<file path="src/rtl/sync_fifo_core.sv">
// Single-clock FIFO with PTR_SIZE+1 bit wrap-bit pointers and a registered read port.
// Flags come only from the registered pointers, so they move one edge after an accepted operation.
module sync_fifo_core #(
   parameter int DATA_WIDTH = 8,
   parameter int DEPTH      = 16,
   parameter int PTR_SIZE   = 4
) (
   input  logic                  clk,
   input  logic                  reset,
   input  logic                  write_en,
   input  logic                  read_en,
   input  logic [DATA_WIDTH-1:0] data_in,
   output logic                  empty,
   output logic                  full,
   output logic [DATA_WIDTH-1:0] data_out
);

   typedef logic [PTR_SIZE:0]     ptr_t;
   typedef logic [PTR_SIZE-1:0]   addr_t;
   typedef logic [DATA_WIDTH-1:0] word_t;

   ptr_t  wr_ptr_q, wr_ptr_d;
   ptr_t  rd_ptr_q, rd_ptr_d;
   word_t data_out_q, data_out_d;
   word_t mem_q [DEPTH];

   logic  wr_accept;
   logic  rd_accept;
   logic  mem_we;
   addr_t wr_addr;
   addr_t rd_addr;

   assign wr_addr = wr_ptr_q[PTR_SIZE-1:0];
   assign rd_addr = rd_ptr_q[PTR_SIZE-1:0];

   // Equal low bits with differing wrap bits means the writer is a full lap ahead.
   assign empty = (wr_ptr_q == rd_ptr_q);
   assign full  = (wr_addr == rd_addr) && (wr_ptr_q[PTR_SIZE] != rd_ptr_q[PTR_SIZE]);

   assign data_out = data_out_q;

   always_comb begin
      wr_accept  = write_en && !full;
      rd_accept  = read_en && !empty;
      mem_we     = 1'b0;
      wr_ptr_d   = wr_ptr_q;
      rd_ptr_d   = rd_ptr_q;
      data_out_d = data_out_q;

      if (!reset) begin
         wr_ptr_d   = '0;
         rd_ptr_d   = '0;
         data_out_d = '0;
      end else begin
         if (wr_accept) begin
            mem_we   = 1'b1;
            wr_ptr_d = wr_ptr_q + ptr_t'(1);
         end
         if (rd_accept) begin
            data_out_d = mem_q[rd_addr];
            rd_ptr_d   = rd_ptr_q + ptr_t'(1);
         end
      end
   end

   always_ff @(posedge clk) begin
      wr_ptr_q   <= wr_ptr_d;
      rd_ptr_q   <= rd_ptr_d;
      data_out_q <= data_out_d;
   end

   // Storage is deliberately left uncleared by reset; the pointers alone define validity.
   always_ff @(posedge clk) begin
      if (mem_we) begin
         mem_q[wr_addr] <= data_in;
      end
   end

endmodule

</file>
<file path="config.mk">
export PLATFORM = sky130hd
export DESIGN_NAME = sync_fifo_core
export DESIGN_NICKNAME = d
export VERILOG_FILES = /design/src/rtl/sync_fifo_core.sv
export SDC_FILE = /design/constraint.sdc
export NUM_CORES = 1
export LEC_CHECK = 0
export CAP_MARGIN = 20
export CORE_MARGIN = 1.5
export CORE_UTILIZATION = 65
export DETAILED_ROUTE_END_ITERATION = 10
export PLACE_DENSITY = 0.88
export SLEW_MARGIN = 20
export SYNTH_ARGS = -nofsm -noshare
export SYNTH_HDL_FRONTEND = slang
export SYNTH_SLANG_ARGS = --single-unit
</file>
<file path="constraint.sdc">
create_clock -name clk -period 4.4 [get_ports clk]
set_clock_uncertainty 0.1 [all_clocks]
set_input_delay 1.1 -clock clk [delete_from_list [all_inputs] [get_ports clk]]
set_output_delay 1.1 -clock clk [all_outputs]
set_load 0.02 [all_outputs]
</file>
==> qor_table.md <==
| Stage | Metric | Reported |
|---|---|---|
| status | Run status | complete, but fails checks |
| status | Violated checks | design-rule violations |
| yosys | Register area share after synthesis | 70.72% |
| clocking | Number of buffers between clock root and the deepest sink | 2 |
| detailed routing | Number of violations reported at the end of detailed-routing iteration 0 | 379 |
| sta | Minimum clock period after layout | 3.818 ns |
| floorplan | Core Box Area | 0.008806 mm² |
| worst setup path | Nature of the critical path endpoint | primary output |
| worst setup path | Data required time at the worst endpoint | 3.20 ns |
| yosys | Most used DFF post-synth | sky130_fd_sc_hd__edfxtp_1 |
| clocking | Post-CTS setup buffers | 0 |
| detailed routing | DRT Pass-1 Iters | 9 |
| worst setup path | Startpoint types | flip-flop |
| floorplan | Effective utilization at floorplan | 67.50% |
| pwr | PD cells | 480.3 mW/mm² |
| finish | Fill cell instance count of the final layout | 409 |
| finish | Final Non-Filler Cells | 497 |
| detailed routing | Per-cell via count in the routed design | 6.787 |
| clocking | Worst-skew pair later-pin latency | 0.53 ns |
| placed design | Number of placed cells counting well taps | 465 |
| grt | Largest net degree at the start of global routing | 53 |
| worst setup path | Critical path destination | empty |
| worst setup path | Register-to-register setup slack | 1.46 ns |
| grt | Vias in the first global route | 3399 |
| floorplan | Vertical die dimension | 98.63 µm |
| finish | Ant diodes | 0 |
| yosys | Synthesized instance count | 339 |
| sta | Max transition margin | 31.02% |
| grt | Wire length of the first global-routing pass | 19890 µm |
| yosys | Post-Syn Area per Cell | 17.54 µm² |
| pwr | Worst-case vdd ir drop | 0.3143 mV |
| yosys | Synthesized cell area | 0.005944 mm² |
| clocking | Hold-fix buffer count after cts | 0 |
| worst setup path | Register-to-Register Path Depth | 5 |
| worst setup path | Worst path arrival time | 2.62 ns |
| yosys | Number of synthesized flops with an enable pin | 128 |
| sta | Fin Setup TNS | 0 ns |
| sta | Slew @ Worst Pin | 1.035 ns |
| finish | Multi-input combinational cell area | 0.001592 mm² |
| floorplan | Chip width | 98.63 µm |
| yosys | Area leader, netlist | sky130_fd_sc_hd__edfxtp_1 |
| yosys | Synthesis Warnings | 0 |
| hold path | Hold path start | data_out[6]$_SDFFE_PN0P_ |
| worst setup path | Worst setup path start | wr_ptr_q[2]$_SDFFE_PN0P_ |
| detailed routing | Number of vias after detailed routing | 3373 |
| yosys | Ranking of synthesized cells by area | sky130_fd_sc_hd__edfxtp_1 (65%), sky130_fd_sc_hd__dfxtp_1 (6.1%), sky130_fd_sc_hd__mux4_1 (5.7%) |
| placed design | PortBufs | 21 |
| grt | Met1 usage in global routing | 38.75% |
| pwr | Pleak | 2.212 nW |
| detailed routing | Average routed wire per standard cell | 25.97 µm |
| sta | Pins Over Slew Limit | 0 |
| sta | Fin. Hold Viols | 0 |
| grt | Overall routing resource usage | 28.83% |
| clocking | Total clock buffers created by CTS | 17 |
| clocking | Number of sinks handled by clock tree synthesis | 146 |
| placed design | Half-perimeter wire length of the detailed placement result | 7215 µm |
| grt | Initial antenna violation count | 0 |
| grt | GR met2 Demand/Resource | 45.35% |
| floorplan | Number of top-level design ports | 22 |
| sta | Final critical-path share of the clock period | 86.77% |
| detailed routing | Routed Antenna Nets | 0 |
| yosys | Number of register bits inferred by synthesis | 146 |
| sta | Setup repair after global routing missed its margin | no |
| worst setup path | CP Max Fanout | 17 |
| finish | Layout Area Growth over Synthesis | 15.51% |
| finish | Sequential standard cell area | 0.004205 mm² |
| clocking | Clk pin slew, worst setup/hold paths | 0.06 ns |
| worst setup path | End of the worst register-to-register path | mem_q[12][3]$_DFFE_PP_ |
| sta | Worst hold slack after final layout | 0.4673 ns |
| sta | Fmax | 261.9 MHz |
| clocking | Post-cts repair resize count | 0 |
| clocking | Number of H-tree levels | 4 |
| grt | GR Overflow Total | 0 |
| yosys | Async SR Flop Fraction | 0% |
| sta | Final Setup Violations | 0 |
| detailed routing | Remaining DRCs | 2 |
| worst setup path | Critical register-to-register path startpoint | wr_ptr_q[2]$_SDFFE_PN0P_ |
| yosys | Area share of the leading cell type in the synthesized netlist | 64.66% |
| yosys | Number of library cell types mapped by synthesis | 38 |
| worst setup path | Category of the most critical setup path | reg -> out |
| yosys | Total nets after synthesis | 356 |
| grt | Busiest layer in global routing | met2 |
| grt | Fraction of met3 tracks used by global routing | 7.234% |
| run | Number of maximum-capacitance violations | 0 |
| floorplan | Number of standard-cell rows in the floorplan | 34 |
| placed design | Final weighted congestion in routability-driven placement | 0.8520 |
| finish | Share of final-layout standard cells stronger than drive strength 1 | 20.31% |
| clocking | TritonCTS clock tree | built |
| detailed routing | Total length of routed wires | 12910 µm |
| finish | Final net count | 393 |
| floorplan | Die area | 0.009728 mm² |
| clocking | Buffer cell driving the clock tree root | sky130_fd_sc_hd__clkbuf_8 |
| hold path | HP Class | reg -> reg |
[Yosys cell counts, types with 2 or more instances]
library cell / n
sky130_fd_sc_hd__a21boi_0: 2
sky130_fd_sc_hd__mux2i_1: 2
sky130_fd_sc_hd__o22ai_1: 8
sky130_fd_sc_hd__nand2b_1: 3
sky130_fd_sc_hd__o211ai_1: 2
sky130_fd_sc_hd__nand2_1: 10
sky130_fd_sc_hd__a211oi_1: 8
sky130_fd_sc_hd__nor3_1: 13
sky130_fd_sc_hd__nor4_1: 8
sky130_fd_sc_hd__mux4_1: 13
sky130_fd_sc_hd__inv_1: 3
sky130_fd_sc_hd__clkbuf_1: 9
sky130_fd_sc_hd__o21ai_0: 10
sky130_fd_sc_hd__and2_1: 4
sky130_fd_sc_hd__nor2b_1: 9
sky130_fd_sc_hd__buf_2: 8
sky130_fd_sc_hd__mux4_2: 11
sky130_fd_sc_hd__nand3_1: 3
sky130_fd_sc_hd__dfxtp_1: 18
sky130_fd_sc_hd__mux2_2: 16
sky130_fd_sc_hd__ha_1: 5
sky130_fd_sc_hd__o21a_1: 3
sky130_fd_sc_hd__a21oi_1: 16
sky130_fd_sc_hd__edfxtp_1: 128
sky130_fd_sc_hd__nor4b_1: 4
sky130_fd_sc_hd__xnor2_1: 9
sky130_fd_sc_hd__buf_6: 2
sky130_fd_sc_hd__nor2_1: 2
[flip-flops by register name (all words and copies together), names as in the netlist]
register and flops:
data_out 8, wr_ptr_q 5, rd_ptr_q 5, mem_q 128
[how the worst min path moves through the flow]
stage | cells past startpoint | to
2_1_floorplan | 2 | wr_ptr_q[1]$_SDFFE_PN0P_
3_3_place_gp | 2 | data_out[4]$_SDFFE_PN0P_
3_5_place_dp | 2 | data_out[6]$_SDFFE_PN0P_
4_1_cts | 2 | data_out[6]$_SDFFE_PN0P_
5_1_grt | 2 | data_out[4]$_SDFFE_PN0P_
6_report | 2 | data_out[6]$_SDFFE_PN0P_
[cell families after synthesis]
logic type	Yosys count	share of synthesized area, %
flops	146	70.72
simple gates	59	5.683
compound gates	52	5.283
mux	42	13.28
buf+inv	25	2.505
xor+xnor	10	1.473
fa+ha+maj	5	1.052
[critical path, cell delays in order, from the launching register on]
cell	delay, ns
sky130_fd_sc_hd__dfxtp_1	0.81
sky130_fd_sc_hd__xnor2_1	0.23
sky130_fd_sc_hd__nand4_2	0.24
sky130_fd_sc_hd__nor2_1	0.18
sky130_fd_sc_hd__clkdlybuf4s50_1	0.62
[cell type report]
cell class              instances  area share, %
inverters                       3         0.1640
well taps                     108          1.968
clock inverters                13          2.168
flip-flops and latches        146          61.24
multi-input cells             168          23.18
clock buffers                  19          6.141
repair buffers                 40          5.138
[power by group]
part | total (mW) | internal [mW] | leakage, nW | switching, mW
registers | 1.55 | 1.54 | 1.30 | 0.0175
logic | 0.358 | 0.144 | 0.641 | 0.213
clock network | 1.39 | 0.817 | 0.271 | 0.569
[layout by cell type, fill, tap and decap left out, types with 9 or more instances in the layout]
master,instances
sky130_fd_sc_hd__a21oi_1,16
sky130_fd_sc_hd__buf_4,19
sky130_fd_sc_hd__clkbuf_16,16
sky130_fd_sc_hd__clkdlybuf4s50_1,21
sky130_fd_sc_hd__dfxtp_1,17
sky130_fd_sc_hd__edfxtp_1,128
sky130_fd_sc_hd__mux2_2,16
sky130_fd_sc_hd__mux4_1,13
sky130_fd_sc_hd__mux4_2,11
sky130_fd_sc_hd__nand2_1,10
sky130_fd_sc_hd__nor2b_1,9
sky130_fd_sc_hd__nor3_1,13
sky130_fd_sc_hd__o21ai_0,10
sky130_fd_sc_hd__xnor2_1,9
[layer usage]
metal  routed length (µm)  up-vias
met5                    0        -
met1                 4877     1654
met2                 6275      226
li1                     -     1447
met3                 1203       46
met4                  549        0
[through the flow]
step | power [mW] | area, µm² | setup slack, ns | utilization, %
global placement | 1.911 | 6296 | 1.163 | 71.50
finish | 3.298 | 6867 | 0.5823 | 77.98
CTS | 3.304 | 6867 | 0.6262 | 77.98
floorplan | 1.805 | 5944 | 1.499 | -
detailed placement | 1.922 | 6296 | 1.122 | 71.50
global route | 3.391 | 6867 | 0.4731 | 77.98
No activity file was read; power rests on OpenSTA's default activity.
